==> src/rtl/fnv_digest_reader.sv <==
// fnv_digest_reader: snapshots the FNV-1a 32-bit digest and streams it out
// byte by byte over a valid/ready interface, optionally pulsing a hasher clear.
//
// Ports:
//   clk, reset      - clock and synchronous active-high reset
//   hash_in         - live digest from the hasher
//   start, abort    - begin a read / cancel an in-progress read
//   tx_data/valid   - byte stream towards the I2C target transmit path
//   tx_ready        - consumer accepts tx_data this cycle
//   busy, done      - read in progress / one-cycle completion pulse
//   hash_clear      - one-cycle request to reset the hasher
//   byte_idx        - bytes already transferred in the current read
//
// Build option: define FNV_READER_CHECKSUM_EN to append a 5th byte holding
// the XOR of the four digest bytes.
module fnv_digest_reader #(
    parameter bit BIG_ENDIAN       = 1'b1,
    parameter bit CLEAR_AFTER_READ = 1'b1
) (
    input  logic        clk,
    input  logic        reset,
    input  logic [31:0] hash_in,
    input  logic        start,
    input  logic        abort,
    output logic [7:0]  tx_data,
    output logic        tx_valid,
    input  logic        tx_ready,
    output logic        busy,
    output logic        done,
    output logic        hash_clear,
    output logic [2:0]  byte_idx
);

`ifdef FNV_READER_CHECKSUM_EN
    localparam logic [2:0] LAST_IDX = 3'd4;
`else
    localparam logic [2:0] LAST_IDX = 3'd3;
`endif

    typedef enum logic [1:0] {
        IDLE   = 2'd0,
        SEND   = 2'd1,
        FINISH = 2'd2
    } state_t;

    state_t      state_q;
    logic [31:0] shadow_q;
    logic [2:0]  byte_idx_q;
    logic [7:0]  tx_data_q;
    logic        tx_valid_q;
    logic        busy_q;
    logic        done_q;
    logic        hash_clear_q;

    logic [2:0]  byte_idx_d;
    logic [7:0]  next_byte_d;

    function automatic logic [7:0] sel_byte(input logic [31:0] w,
                                            input logic [2:0]  idx);
        logic [7:0] b;
        b = 8'h00;
        case (idx)
            3'd0: b = BIG_ENDIAN ? w[31:24] : w[7:0];
            3'd1: b = BIG_ENDIAN ? w[23:16] : w[15:8];
            3'd2: b = BIG_ENDIAN ? w[15:8]  : w[23:16];
            3'd3: b = BIG_ENDIAN ? w[7:0]   : w[31:24];
`ifdef FNV_READER_CHECKSUM_EN
            3'd4: b = w[31:24] ^ w[23:16] ^ w[15:8] ^ w[7:0];
`endif
            default: b = 8'h00;
        endcase
        return b;
    endfunction

    assign byte_idx_d  = byte_idx_q + 3'd1;
    assign next_byte_d = sel_byte(shadow_q, byte_idx_d);

    // All outputs are registered so tx_ready never reaches tx_valid/tx_data
    // combinationally; tx_data is preloaded with the byte for the next index.
    always_ff @(posedge clk) begin
        if (reset) begin
            state_q      <= IDLE;
            shadow_q     <= 32'h0;
            byte_idx_q   <= 3'd0;
            tx_data_q    <= 8'h00;
            tx_valid_q   <= 1'b0;
            busy_q       <= 1'b0;
            done_q       <= 1'b0;
            hash_clear_q <= 1'b0;
        end else begin
            case (state_q)
                IDLE: begin
                    done_q       <= 1'b0;
                    hash_clear_q <= 1'b0;
                    if (start && !abort) begin
                        state_q    <= SEND;
                        shadow_q   <= hash_in;
                        byte_idx_q <= 3'd0;
                        tx_data_q  <= sel_byte(hash_in, 3'd0);
                        tx_valid_q <= 1'b1;
                        busy_q     <= 1'b1;
                    end else begin
                        tx_data_q  <= 8'h00;
                        tx_valid_q <= 1'b0;
                        busy_q     <= 1'b0;
                    end
                end
                SEND: begin
                    // Abort beats a same-cycle transfer: that byte is dropped.
                    if (abort) begin
                        state_q    <= IDLE;
                        byte_idx_q <= 3'd0;
                        tx_data_q  <= 8'h00;
                        tx_valid_q <= 1'b0;
                        busy_q     <= 1'b0;
                    end else if (tx_ready) begin
                        byte_idx_q <= byte_idx_d;
                        if (byte_idx_q == LAST_IDX) begin
                            state_q      <= FINISH;
                            tx_data_q    <= 8'h00;
                            tx_valid_q   <= 1'b0;
                            busy_q       <= 1'b0;
                            done_q       <= 1'b1;
                            hash_clear_q <= CLEAR_AFTER_READ;
                        end else begin
                            tx_data_q <= next_byte_d;
                        end
                    end
                end
                FINISH: begin
                    state_q      <= IDLE;
                    done_q       <= 1'b0;
                    hash_clear_q <= 1'b0;
                    tx_data_q    <= 8'h00;
                    tx_valid_q   <= 1'b0;
                    busy_q       <= 1'b0;
                end
                default: begin
                    state_q      <= IDLE;
                    byte_idx_q   <= 3'd0;
                    tx_data_q    <= 8'h00;
                    tx_valid_q   <= 1'b0;
                    busy_q       <= 1'b0;
                    done_q       <= 1'b0;
                    hash_clear_q <= 1'b0;
                end
            endcase
        end
    end

    assign tx_data    = tx_data_q;
    assign tx_valid   = tx_valid_q;
    assign busy       = busy_q;
    assign done       = done_q;
    assign hash_clear = hash_clear_q;
    assign byte_idx   = byte_idx_q;

endmodule

==> config.mk <==
export PLATFORM = sky130hd
export DESIGN_NAME = fnv_digest_reader
export DESIGN_NICKNAME = d
export VERILOG_FILES = /design/src/rtl/fnv_digest_reader.sv
export SDC_FILE = /design/constraint.sdc
export NUM_CORES = 1
export LEC_CHECK = 0
export ABC_AREA = 1
export CAP_MARGIN = 15
export CORE_UTILIZATION = 28
export CTS_CLUSTER_DIAMETER = 200
export DETAILED_ROUTE_END_ITERATION = 8
export SETUP_SLACK_MARGIN = 0.05
export SYNTH_ARGS = -nofsm -noshare
export SYNTH_HDL_FRONTEND = slang
export SYNTH_SLANG_ARGS = --single-unit
==> constraint.sdc <==
create_clock -name clk -period 2.9 [get_ports clk]
set_clock_uncertainty 0.2 [all_clocks]
set_input_delay 0.435 -clock clk [delete_from_list [all_inputs] [get_ports clk]]
set_output_delay 0.435 -clock clk [all_outputs]
set_load 0.05 [all_outputs]
Yosys cells after proc, flatten, opt, wreduce, memory -nomap -nowiden
Index checks and enable logic that the tools add are counted.
{ "word_totals": {"register_bits": 47, "input_bits": 37, "output_inout_bits": 15, "wordCells": 49} }
{ "op_classes": {"addsub": 1, "n_eq_ne": 9, "n_mux": 20, "bitwise_logic": 3, "n_reduce_logical": 10} }
{ "ops": {"columns": ["op", "count"], "rows": [
  ["8-bit two-way mux", 4],
  ["8-bit one-hot mux with 4 select lines", 1],
  ["8-bit one-hot mux with 2 select lines", 1],
  ["3-bit by 2-bit == test with 1-bit output (second input constant)", 3],
  ["3-bit two-way mux", 3],
  ["3-bit one-hot mux with 3 select lines", 1],
  ["3-bit AND reduction", 3],
  ["2-bit two-way mux", 4],
  ["3-bit inequality test (second input constant)", 2],
  ["1-bit two-way mux", 4],
  ["2-bit one-hot mux with 2 select lines", 1],
  ["2-bit AND reduction", 2],
  ["3-bit by 1-bit adder with 3-bit output (second input constant)", 1],
  ["3-bit by 1-bit == test with 1-bit output (second input constant)", 1],
  ["3-bit zero test", 1],
  ["1-bit inverter", 3],
  ["2-bit by 1-bit == test with 1-bit output (second input constant)", 1],
  ["2-bit == test (second input constant)", 1],
  ["2-bit zero test", 1],
  ["2-bit inequality test (second input constant)", 1],
  ["1-bit one-hot mux with 2 select lines", 1],
  ["2-bit OR reduction", 1],
  ["1-bit logical AND", 1],
  ["1-bit zero test", 1]
]} }

Logic depth before layout (Yosys ltp)
{ "logic_depth": {"depth_word": 7, "mapped_depth": 12, "mapped_depth_nobuf": 10} }

Least setup slack after synthesis
OpenSTA, ideal clock, no wires.
{ "synth_path": {"kind": "reg-to-reg", "start": "register byte_idx_q[1], in the netlist byte_idx[1]", "end": "register tx_data_q[0], in the netlist tx_data[0]", "setup_ns": 0.133, "t_arrival_ns": 1.830, "required_ns": 2.567, "path_slack_ns": 0.737, "path_stages_with_launch": 13, "path_buffers": 2, "synth_period_minus_slack_ns": 2.163, "path_cell_list": "dfxtp_1 ha_1 ha_1 buf_4 buf_4 nand3_1 nand2_1 inv_1 nand2_1 nand2_1 nand2_1 nand2_1 a21oi_2"} }
{ "synth_via": {"elab_chain_len": 7, "word_cells_on_any_way": 11, "classes_between": "add/sub: 1; eq/ne: 4; mux: 5; reduce/logical: 1"} }
{ "synth_rtl": {"columns": ["element", "line_no", "text"], "rows": [
  ["start, declared", "48", "logic [2:0] byte_idx_q;"],
  ["start signal, assigned", "117", "byte_idx_q <= byte_idx_d;"],
  ["3-bit by 1-bit adder with 3-bit output", "75", "assign byte_idx_d = byte_idx_q + 3'd1;"],
  ["3-bit by 2-bit == test with 1-bit output, or another cell as far along", "62", "case (idx)"],
  ["8-bit one-hot mux with 4 select lines", "62", null],
  ["8-bit two-way mux (*)", "118", "if (byte_idx_q == LAST_IDX) begin"],
  ["8-bit two-way mux (*)", "116", "end else if (tx_ready) begin"],
  ["8-bit two-way mux (*)", "110", "if (abort) begin"],
  ["8-bit one-hot mux with 2 select lines (*)", "91", "case (state_q)"],
  ["end signal, assigned", "99", "tx_data_q <= sel_byte(hash_in, 3'd0);"],
  ["end signal, assigned", "126", "tx_data_q <= next_byte_d;"],
  ["end, declared", "49", "logic [7:0] tx_data_q;"]
]} }
Every way passes the cells marked *; elsewhere a longest branch is shown, timed or not. The select of a mux whose other input is x is not followed.
A chain may end at the register's enable or synchronous reset.

Final worst setup path
{ "layout_path": {"start": "register byte_idx_q[0], in the netlist byte_idx[0]", "end": "register tx_data_q[3], in the netlist tx_data[3]"} }
The elaborated chain is that of the path after synthesis.

==> flow_summary.yaml <==
sta:
  finalMaxSlewViolations: 0
  hold_viol: 0
  fin_crit_ns: 2.30
  rsz0062_at_grt: "no"
  tightestPinTransition_ns: 0.714
  fmax_mhz: 435
  final.period_utilization: 0.792
  setup_violations: 0
  setup_tns_ns: 0
  slew_headroom: 0.524
hold_path:
  holdPathStages: 2
  hold_class: "reg -> reg"
  min_from: "shadow_q[28]"
  holdPathEnd: "shadow_q[28]"
cts:
  hold_buffers: 0
  clkLatencyLatePin_ns: 0.31
  clock_sinks: 47
  cts_max_path_buffers: 2
  cts_tree: "done"
  cts_inserted_buffers: 5
  path_clk_slew_ns: 0.09
  ctsResizeCount: 0
  htreeDepth: 2
  cts_setup_buffers: 0
  clock-root-buffer: "clkbuf_8"
setup_path:
  reg2reg_slack_ns: 0.60
  path_depth: 11
  r2r_cells: 11
  critPathMaxFanout: 21
  cp.arrival_ns: 2.34
  critPathTopFamily: "adder cells"
  worst_path_most_repeated_cell: "nand2_1"
  r2r-end: "tx_data[3]"
  cp_slowest_stage_delay_ns: 0.65
  worstReg2RegStart: "byte_idx[0]"
  crit_required_ns: 2.94
  cp-end-kind: "register"
  slowest_stage: "ha_1"
  crit_buf_inv: 2
  worstSetupPathType: "reg -> reg"
  cp_cell_sequence: "ha_1, ha_1, buf_4, nand3_1, nand2_1, inv_1, nand2_1, nand2_1, nand2_1, nand2_1, a21oi_1"
  start_kind: "register"
power:
  power_w: 0.00145
  power_frac_comb: 0.163
  power_density_nw_per_um2: 493
  switching_power_w: 0.000383
  internal-power_w: 0.00106
  clockPowerShare: 0.351
  p_leak_nw: 1.28
  share_seq_of_total_power: 0.487
  vdd_drop_max_v: 0.000254
  switching_share: 0.265
global_routing:
  grt_pass1_wl_mm: 9.09
  grt_pass1_vias: 2025
  grt_usage: 0.135
  overflow: 0
  grt_antenna_before_repair: 0
  grt_max_degree: 35
synth:
  synth_cell_types: 20
  synth_fp_nets: 372
  synth_area_per_cell_um2: 6.91
  synth-warning-count: 0
  synth_seq_area_share: 0.414
  postSynthCellCount: 329
  ys_ff_latch: 47
  synthesis.area_um2: 2270
drt:
  totalWireLength_mm: 5.37
  vias: 2087
  remaining_drc_errors: 0
  first_pass_iters: 4
  drt.antenna.violating_nets: 0
  dr_wl_met2_mm: 2.47
  dr_wl_met3_um: 277
  top_layer_used: "met4"
  detail_route.vias_per_cell: 4.40
  wl_met1_mm: 2.59
  drtIter0Drc: 74
  wl_per_cell_um: 11.3
layout:
  drive_above_1_share: 0.0806
  diodes: 0
  syn_to_final_growth_pct: 28.9
  layout.nets: 414
placed_design:
  gp_congestion: 0.784
  hpwl_mm: 3.93
  numPortBuffers: 51
run:
  cap_violations: 0
die:
  core.rowCount: 32
  chipHeight_um: 92.1
  die_x_um: 92.1
  start_util: 0.291
  dieArea_um2: 8490
  io-pin-count: 52
  core_area_um2: 7810
status:
  status: "completed"
-- registers in the layout, indices dropped and copies added (netlist names) --
signal,flops
busy,1
byte_idx,3
hash_clear,1
shadow_q,32
state_q,2
tx_data,8
-- layout make-up --
| class | count | area (um^2) |
|---|---|---|
| Clock buffer | 6 | 82.6 |
| Clock inverter | 2 | 35.0 |
| Fill cell | 837 | 4870 |
| Inverter | 28 | 105 |
| Multi-Input combinational cell | 233 | 1090 |
| Sequential cell | 47 | 941 |
| Tap cell | 102 | 128 |
| Timing Repair Buffer | 56 | 548 |
-- power groups by stage --
stage	sequential [W]	combinational, W	clock, W
final	0.000704	0.000235	0.000507
after global routing	0.000709	0.000263	0.000541
after CTS	0.000704	0.000238	0.000516
after detailed placement	0.000718	0.000236	0
after global placement	0.000719	0.000235	0
after floorplan	0.000735	0.000129	0
-- cells in the mapped netlist --
cell type / n / area [um^2]
nand3_1: 34 / 170
nor2_1: 53 / 199
inv_1: 27 / 101
buf_1: 1 / 3.75
ha_1: 6 / 75.1
o21ai_0: 28 / 140
buf_6: 3 / 33.8
buf_2: 9 / 45.0
nand2_2: 6 / 37.5
inv_2: 1 / 3.75
a21oi_1: 15 / 75.1
nor2_2: 1 / 6.26
dfxtp_1: 47 / 941
nand2_1: 80 / 300
buf_4: 6 / 45.0
or2_4: 1 / 8.76
a31oi_1: 1 / 6.26
clkbuf_1: 2 / 7.51
nor2_4: 2 / 22.5
a21oi_2: 6 / 52.6
-- per-stage QoR --
stage	instances	cell area, um^2	hold slack (ns)	utilization	setup WS, ns
4_1_cts	474	2930	0.271	0.376	0.605
2_1_floorplan	329	2270	0.240	-	0.737
3_3_place_gp	466	2820	0.256	0.361	0.623
3_5_place_dp	466	2820	0.257	0.361	0.604
5_1_grt	474	2930	0.284	0.376	0.355
6_report	474	2930	0.271	0.376	0.604
-- cells by family after synthesis --
kind of cell	count (synthesis)	synth area share
compound gates	50	0.120
fa+ha+maj	6	0.0330
buf+inv	49	0.106
flops	47	0.414
simple gates	177	0.327
-- cell usage in the layout, fill, tap and decap left out, drive strengths merged --
cell	count
nand3	34
or2	1
o21ai	28
ha	6
inv	28
a21oi	21
bufinv	1
a31oi	1
clkdlybuf4s50	51
buf	5
dfxtp	47
clkinv	1
clkbuf	6
nand2	86
nor2	56
-- worst register-to-register path: stages (launching register included) --
cell and delay [ns]:
dfxtp_1 0.36, ha_1 0.22, ha_1 0.65, buf_4 0.27, nand3_1 0.08, nand2_1 0.10, inv_1 0.04, nand2_1 0.05
nand2_1 0.05, nand2_1 0.06, nand2_1 0.04, a21oi_1 0.11
-- per-layer routing --
| layer | vias to the layer above | global-route usage |
|---|---|---|
| met5 | - | 0 |
| met4 | 0 | 0.0313 |
| met3 | 6 | 0.0448 |
| met2 | 33 | 0.226 |
| met1 | 933 | 0.166 |
| li1 | 1115 | - |
-- how the worst max path moves through the flow --
stage | from | to | slack, ns
global placement | abort | shadow_q[9] | 0.62
finish | byte_idx[0] | tx_data[3] | 0.60
CTS | byte_idx[0] | tx_data[3] | 0.60
floorplan | byte_idx[1] | tx_data[0] | 0.74
global route | byte_idx[0] | tx_data[7] | 0.36
detailed placement | abort | shadow_q[16] | 0.60
(Power assumes the default switching activity.)
